===== src/rtl/mux_arb_pkg.sv =====
// Shared types and helpers for the round-robin mux arbiter: state encoding,
// widths and the rotating-priority winner search.
package mux_arb_pkg;

    localparam int N_REQ = 16;
    localparam int SEL_W = 4;

    typedef enum logic {
        ST_IDLE  = 1'b0,
        ST_GRANT = 1'b1
    } state_t;

    // First set bit of req scanning upward from ptr, wrapping 15->0.
    // Walking downward lets the lowest offset overwrite the result last.
    function automatic logic [SEL_W-1:0] next_winner(
        input logic [N_REQ-1:0] req,
        input logic [SEL_W-1:0] ptr
    );
        logic [SEL_W-1:0] idx;
        logic [SEL_W-1:0] win;
        win = ptr;
        for (int k = N_REQ - 1; k >= 0; k--) begin
            idx = ptr + SEL_W'(k);
            if (req[idx]) begin
                win = idx;
            end
        end
        return win;
    endfunction

endpackage


===== src/rtl/mux16_rr_arbiter_mux.sv =====
// 16:1 single-bit mux datapath; y = in[sel], purely combinational.
module mux16_1_generate (
    input  logic [15:0] in,
    input  logic [3:0]  sel,
    output logic        y
);

    logic [15:0] hit;

    for (genvar gi = 0; gi < 16; gi++) begin : g_leg
        assign hit[gi] = (sel == 4'(gi)) & in[gi];
    end

    assign y = |hit;

endmodule


===== src/rtl/mux16_rr_arbiter.sv =====
// Round-robin arbiter driving the select of a shared 16:1 mux.
// Define MUX_ARB_TIMEOUT_EN to bound each grant to MAX_HOLD cycles when others wait.
import mux_arb_pkg::*;

module mux16_rr_arbiter #(
    parameter int         MAX_HOLD = 8,
    parameter logic [3:0] PARK     = 4'd0
) (
    input  logic        clk,
    input  logic        rst,
    input  logic [15:0] req,
    input  logic [15:0] in,
    output logic [15:0] gnt,
    output logic        gnt_valid,
    output logic [3:0]  sel,
    output logic        y
);

    state_t             state_reg, state_next;
    logic [N_REQ-1:0]   gnt_reg, gnt_next;
    logic               gnt_valid_reg, gnt_valid_next;
    logic [SEL_W-1:0]   sel_reg, sel_next;
    logic [SEL_W-1:0]   ptr_reg, ptr_next;
    logic               grant_now;
    logic [N_REQ-1:0]   grant_mask;
    logic [SEL_W-1:0]   winner;

`ifdef MUX_ARB_TIMEOUT_EN
    logic [7:0]         cnt_reg, cnt_next;
    logic [N_REQ-1:0]   others;
`else
    logic [7:0]         unused_max_hold;
    assign unused_max_hold = 8'(MAX_HOLD);
`endif

    always_ff @(posedge clk) begin
        if (rst) begin
            state_reg     <= ST_IDLE;
            gnt_reg       <= '0;
            gnt_valid_reg <= 1'b0;
            sel_reg       <= PARK;
            ptr_reg       <= '0;
`ifdef MUX_ARB_TIMEOUT_EN
            cnt_reg       <= '0;
`endif
        end else begin
            state_reg     <= state_next;
            gnt_reg       <= gnt_next;
            gnt_valid_reg <= gnt_valid_next;
            sel_reg       <= sel_next;
            ptr_reg       <= ptr_next;
`ifdef MUX_ARB_TIMEOUT_EN
            cnt_reg       <= cnt_next;
`endif
        end
    end

    always_comb begin
        state_next     = state_reg;
        gnt_next       = gnt_reg;
        gnt_valid_next = gnt_valid_reg;
        sel_next       = sel_reg;
        ptr_next       = ptr_reg;
        grant_now      = 1'b0;
        grant_mask     = req;
`ifdef MUX_ARB_TIMEOUT_EN
        cnt_next       = cnt_reg;
        others         = req & ~gnt_reg;
`endif
        case (state_reg)
            ST_IDLE: begin
                grant_now = |req;
            end
            ST_GRANT: begin
                if (req[sel_reg]) begin
`ifdef MUX_ARB_TIMEOUT_EN
                    // Hold limit reached: hand over only if somebody else is waiting.
                    if (cnt_reg == 8'(MAX_HOLD - 1)) begin
                        if (|others) begin
                            grant_now  = 1'b1;
                            grant_mask = others;
                        end else begin
                            cnt_next = '0;
                        end
                    end else begin
                        cnt_next = cnt_reg + 8'd1;
                    end
`endif
                end else if (|req) begin
                    grant_now = 1'b1;
                end else begin
                    state_next     = ST_IDLE;
                    gnt_next       = '0;
                    gnt_valid_next = 1'b0;
                    sel_next       = PARK;
                end
            end
            default: state_next = ST_IDLE;
        endcase

        winner = next_winner(grant_mask, ptr_reg);
        if (grant_now) begin
            state_next     = ST_GRANT;
            sel_next       = winner;
            gnt_next       = N_REQ'(1) << winner;
            gnt_valid_next = 1'b1;
            ptr_next       = winner + SEL_W'(1);
`ifdef MUX_ARB_TIMEOUT_EN
            cnt_next       = '0;
`endif
        end
    end

    always_comb begin
        gnt       = gnt_reg;
        gnt_valid = gnt_valid_reg;
        sel       = sel_reg;
    end

    mux16_1_generate u_mux (
        .in  (in),
        .sel (sel_reg),
        .y   (y)
    );

endmodule


===== config.mk =====
export PLATFORM = sky130hd
export DESIGN_NAME = mux16_rr_arbiter
export DESIGN_NICKNAME = d
export VERILOG_FILES = /design/src/rtl/mux_arb_pkg.sv /design/src/rtl/mux16_rr_arbiter_mux.sv /design/src/rtl/mux16_rr_arbiter.sv
export SDC_FILE = /design/constraint.sdc
export NUM_CORES = 1
export LEC_CHECK = 0
export BUFFER_PORTS_ARGS = -buffer_cell sky130_fd_sc_hd__buf_2
export CORE_MARGIN = 10
export CORE_UTILIZATION = 45
export DETAILED_ROUTE_END_ITERATION = 6
export PLACE_DENSITY = 0.65
export RECOVER_POWER = 50
export SYNTH_ARGS = -nofsm -noshare
export SYNTH_HDL_FRONTEND = slang
export SYNTH_SLANG_ARGS = --single-unit

===== constraint.sdc =====
create_clock -name clk -period 6.52 [get_ports clk]
set_input_delay 1.304 -clock clk [delete_from_list [all_inputs] [get_ports clk]]
set_output_delay 1.304 -clock clk [all_outputs]
set_load 0.05 [all_outputs]

==> impl_metrics.py, run 1 <==
metrics = {
    "floorplanning": {
        "start_util_pct": 46.8,
        "ios": 56,
        "core.rowCount": 33,
        "die_area_um2": 12700,
        "fp.dieW_um": 113,
        "core_um2": 8300,
        "fp.dieH_um": 113,
    },
    "timing": {
        "period_needed_ps": 4800,
        "setup_viol": 0,
        "worstMarginPinSlew_ps": 1070,
        "fmax_mhz": 208,
        "hold-worst-slack_ps": 483,
        "fin_skew_ps": 3.23,
        "drv_slew": 0,
        "rsz0062_at_grt": "false",
        "hold_viol_final": 0,
        "post-route-period-util_pct": 73.6,
        "slew_headroom_pct": 28.7,
        "tns_ps": 0,
    },
    "final_layout": {
        "num-nets-final": 484,
        "area.growth.synth_to_final_pct": 7.00,
        "drive_gt1_share_pct": 25.4,
        "final_area_um2": 4150,
        "layout_common_cells": "nor2_1, mux4_2, buf_2, mux2i_1, dfxtp_1",
        "antenna_cells": 0,
        "fin_cells": 546,
        "layout_commonest_cell": "nor2_1",
        "largest_register_ffs": 16,
    },
    "yosys": {
        "yosysTopAreaCellShare_pct": 20.3,
        "ys_ff_latch": 26,
        "ys_types": 75,
        "synthCells": 418,
        "synth.cell_area_um2": 3880,
        "ys.flop_type": "dfxtp_1",
        "yosysTopAreaCell": "mux4_2",
        "syn-num-nets": 460,
        "ys_seq_area_share_pct": 13.4,
        "synth-edff-count": 0,
        "async_reset_ff_share_pct": 0,
        "synth-warning-count": 0,
        "synthTopCellsByArea": "mux4_2, dfxtp_1, mux2i_1",
        "avgSynthCellArea_um2": 9.29,
    },
    "global_routing": {
        "grt_max_degree": 34,
        "first_global_vias": 3521,
        "grt_pass1_wl_um": 18600,
        "grt_overflow": 0,
        "antenna_found_initial": 0,
        "grt.total_usage_pct": 17.3,
    },
    "setup_path": {
        "criticalPathCategory": "reg -> reg",
        "cp.required_ps": 6660,
        "worstSetupEndpoint": "ptr_reg[2]",
        "timing.critical_path.from": "ptr_reg[0]",
        "rr_worst_depth": 14,
        "worst_ep_arrival_time_ps": 4940,
        "r2r-start": "ptr_reg[0]",
        "cp-end-kind": "flop",
        "crit_path_max_fanout": 28,
        "cp-start-kind": "flop",
        "r2r-end": "ptr_reg[2]",
        "rrSetupSlack_ps": 1720,
    },
    "placement": {
        "dp.final_hpwl_um": 8660,
        "dpl-instance-area_um2": 4130,
        "dp.cells": 542,
        "place_congestion": 0.940,
        "io_buffers": 55,
    },
    "status": {
        "outcome": "finished, final reports clean",
    },
    "route": {
        "vias": 3646,
        "drc": 0,
        "drtIter0Drc": 387,
        "post_drt_wl_per_cell_um": 21.4,
        "drtAntennaViolNets": 0,
        "via_per_inst": 6.68,
        "drtPass1Iterations": 5,
        "drt-total-wl_um": 11700,
    },
    "min_path": {
        "worstHoldStart": "state_reg",
        "holdPathStages": 1,
        "hp-class": "reg -> reg",
    },
    "clock_network": {
        "clk_latency_ps": 270,
        "cts_buffers": 3,
        "cts_sinks": 26,
        "cts_resized": 0,
        "hold_buffers": 0,
        "cts.path.max_buffers": 2,
        "clk_pin_slew_ps": 80,
        "cts-htree-levels": 1,
        "postCtsSetupBuffers": 0,
        "cts_tree": "done",
        "clock_tree.root_cell": "clkbuf_8",
    },
    "job": {
        "cap_violations": 0,
    },
}
==> through the flow <==
step | utilization [%] | worst slack (ps)
global route | 50.0 | 1340
detailed placement | 49.7 | 1750
global placement | 49.7 | 1920
floorplan | - | 2120
CTS | 50.4 | 1750
finish | 50.0 | 1720
==> cell usage after synthesis (all sizes together), types with 2 or more instances <==
library cell and n:
mux2 18, ha 8, a21boi 4, and4 2, nand3 7, a31oi 5
o32ai 2, clkbuf 27, o22ai 2, mux2i 35, inv 9, o211ai 5
a22oi 25, nand2 20, nor3 7, a22o 5, a211oi 6, nand4 2
a2111oi 3, and3 3, mux4 38, nor3b 5, nor2b 6, nand2b 3
dfxtp 26, nor4b 2, nor2 43, a21oi 18, a21o 4, and2 5
xor2 8, nor4 8, o21ai 14, xnor2 7, buf 15
==> per-layer routing <==
layer	up-vias	track usage, %	wire length (µm)	part of all wire (%)
met5	-	0	0	0
met4	0	3.05	101	0.87
met3	13	3.01	1040	8.9
met2	196	27.9	5510	47
met1	1758	23.6	5030	43
li1	1679	-	-	-
==> worst min-delay path by stage <==
stage / to
2_1_floorplan: gnt_valid
3_3_place_gp: gnt_valid
3_5_place_dp: gnt_valid
4_1_cts: gnt_valid
5_1_grt: gnt_valid
6_report: gnt_valid
==> final cells by class <==
cell class / instances / area, µm²
fill: 794 / 4150
multi-input combinational: 341 / 3120
sequential: 26 / 520
timing repair buffer: 61 / 292
tap: 105 / 131
clock buffer: 4 / 55.1
inverter: 9 / 33.8
==> worst max-delay path: stages (launching register included) <==
cell	delay, ps
dfxtp_1	330
inv_1	240
ha_1	1110
buf_4	360
mux2i_1	90
mux4_2	560
mux2i_1	480
a211oi_2	70
nor3b_1	280
o21ai_2	120
xnor2_1	320
a21boi_4	320
ha_1	260
nand2_1	60
a21oi_1	60
==> logic make-up (layout without fill, tap and decap cells) <==
kind of cell,after synthesis,after routing,share of synthesized area [%]
compound gates,107,107,21.1
xor+xnor,15,15,3.39
fa+ha+maj,8,8,2.58
buf+inv,51,74,6.19
flops,26,26,13.4
mux,91,91,37.3
simple gates,120,120,16.1
Power of run 1 is not shown: default switching activity piles up to over one toggle a cycle in this logic, so the estimate is an artifact.
==> run 2, diff against run 1 <==
--- a/config.mk
+++ b/config.mk
@@ -9,7 +9,7 @@
 export CORE_MARGIN = 10
 export CORE_UTILIZATION = 45
 export DETAILED_ROUTE_END_ITERATION = 6
-export PLACE_DENSITY = 0.65
+export PLACE_DENSITY = 0.68
 export RECOVER_POWER = 50
 export SYNTH_ARGS = -nofsm -noshare
 export SYNTH_HDL_FRONTEND = slang
==> constraint.sdc (replaced) <==
create_clock -name clk -period 4.1 [get_ports clk]
set_input_delay 0.82 -clock clk [delete_from_list [all_inputs] [get_ports clk]]
set_output_delay 0.82 -clock clk [all_outputs]
set_load 0.05 [all_outputs]
==> impl_metrics.py, run 2 (synthesis gave the netlist of run 1 again) <==
metrics = {
    "setup_path": {
        "cp-start-kind": "flop",
        "crit_path_max_fanout": 14,
        "worstSetupEndpoint": "gnt[15]",
        "r2r-start": "ptr_reg[1]",
        "worst_ep_arrival_time_ps": 4190,
        "cp.required_ps": 4310,
        "criticalPathCategory": "reg -> reg",
        "rr_worst_depth": 14,
        "rrSetupSlack_ps": 120,
        "cp-end-kind": "flop",
        "timing.critical_path.from": "ptr_reg[1]",
        "r2r-end": "gnt[15]",
    },
    "job": {
        "cap_violations": 0,
    },
    "floorplanning": {
        "fp.dieW_um": 113,
        "fp.dieH_um": 113,
        "core.rowCount": 33,
        "die_area_um2": 12700,
        "ios": 56,
        "core_um2": 8300,
        "start_util_pct": 46.8,
    },
    "final_layout": {
        "area.growth.synth_to_final_pct": 13.3,
        "fin_cells": 564,
        "fillers": 742,
        "num-nets-final": 502,
        "fin_util_pct": 53.0,
        "register_area_um2": 524,
        "layout_common_cells": "nor2_1, mux4_2, buf_2, mux2i_1",
        "largest_register_ffs": 16,
        "final_area_um2": 4400,
        "multiInputGateArea_um2": 3180,
        "antenna_cells": 0,
        "layout_commonest_cell": "nor2_1",
        "drive_gt1_share_pct": 30.5,
    },
    "timing": {
        "worstMarginPinSlew_ps": 1260,
        "period_needed_ps": 3980,
        "hold_viol_final": 0,
        "setup_viol": 0,
        "fin_skew_ps": 2.44,
        "drv_slew": 0,
        "fmax_mhz": 251,
        "hold-worst-slack_ps": 474,
        "slew_headroom_pct": 15.3,
        "post-route-period-util_pct": 97.1,
    },
    "route": {
        "drtPass1Iterations": 5,
        "via_per_inst": 6.75,
        "drtAntennaViolNets": 0,
        "drc": 0,
        "drtIter0Drc": 295,
        "post_drt_wl_per_cell_um": 21.5,
        "vias": 3809,
        "drt-total-wl_um": 12100,
    },
    "clock_network": {
        "cts_buffers": 3,
        "cts_sinks": 26,
        "hold_buffers": 0,
        "cts.path.max_buffers": 2,
        "clk_pin_slew_ps": 90,
        "clk_latency_ps": 270,
        "cts_tree": "done",
        "cts-htree-levels": 1,
        "clock_tree.root_cell": "clkbuf_8",
    },
    "placement": {
        "io_buffers": 55,
        "dp.final_hpwl_um": 9040,
        "dpl-instance-area_um2": 4260,
        "dp.cells": 558,
        "place_congestion": 1.00,
    },
    "global_routing": {
        "first_global_vias": 3669,
        "grt.total_usage_pct": 18.0,
        "grt_max_degree": 34,
        "grt_pass1_wl_um": 19500,
        "grt_overflow": 0,
        "antenna_found_initial": 0,
    },
    "min_path": {
        "hp-class": "reg -> reg",
    },
    "status": {
        "outcome": "finished, final reports clean",
    },
}
## run 2: changes by cell type in the layout (fill, tap and decap cells not counted), moves of 2 or more
cell       before  now
clkbuf_16       0    2
xor2_2          0    3
xor2_1          8    5
buf_4           6   20
## run 2: worst min path at each step
stage | from | to | cells past startpoint
3_3_place_gp | state_reg | gnt_valid | 1
6_report | state_reg | gnt_valid | 1
3_5_place_dp | state_reg | gnt_valid | 1
4_1_cts | state_reg | gnt_valid | 1
5_1_grt | state_reg | gnt_valid | 1
2_1_floorplan | state_reg | gnt_valid | 1
## run 2: repair_timing
action	CTS	global route
setup endpoints to repair	0	19
buffers inserted	0	1
resized for setup	0	13
## run 2: layer usage
layer	share of wire (%)	track usage [%]	vias up
met1	42	24.0	1852
met4	1.7	4.65	0
met5	0	0	-
met3	9.6	4.12	22
met2	47	28.4	225
li1	-	-	1710
## run 2: worst max-delay path: stages (launching register included)
cell and delay [ps]:
dfxtp_4 360, inv_2 80, ha_2 420, buf_12 170
mux2_2 350, mux4_2 520, mux2_4 320, nor4b_1 270
a21oi_1 70, a21o_1 200, a211o_2 390, a21boi_4 260
ha_1 220, a22oi_1 100, nor2_1 170
## run 2: area by class of cell
| cell class | instances | share of cell area, % |
|---|---|---|
| multi-input cells | 341 | 72.2 |
| flip-flops and latches | 26 | 11.9 |
| repair buffers | 79 | 10.6 |
| well taps | 105 | 2.99 |
| clock buffers | 4 | 1.51 |
| inverters | 9 | 0.768 |
## run 2: through the flow
stage	TNS [ps]	setup WS [ps]
final	0	118
after global routing	-23.9	-23.9
after CTS	0	121
after detailed placement	0	155
after global placement	0	198
after floorplan	0	7.33
Power of run 2 is left out for the same reason.
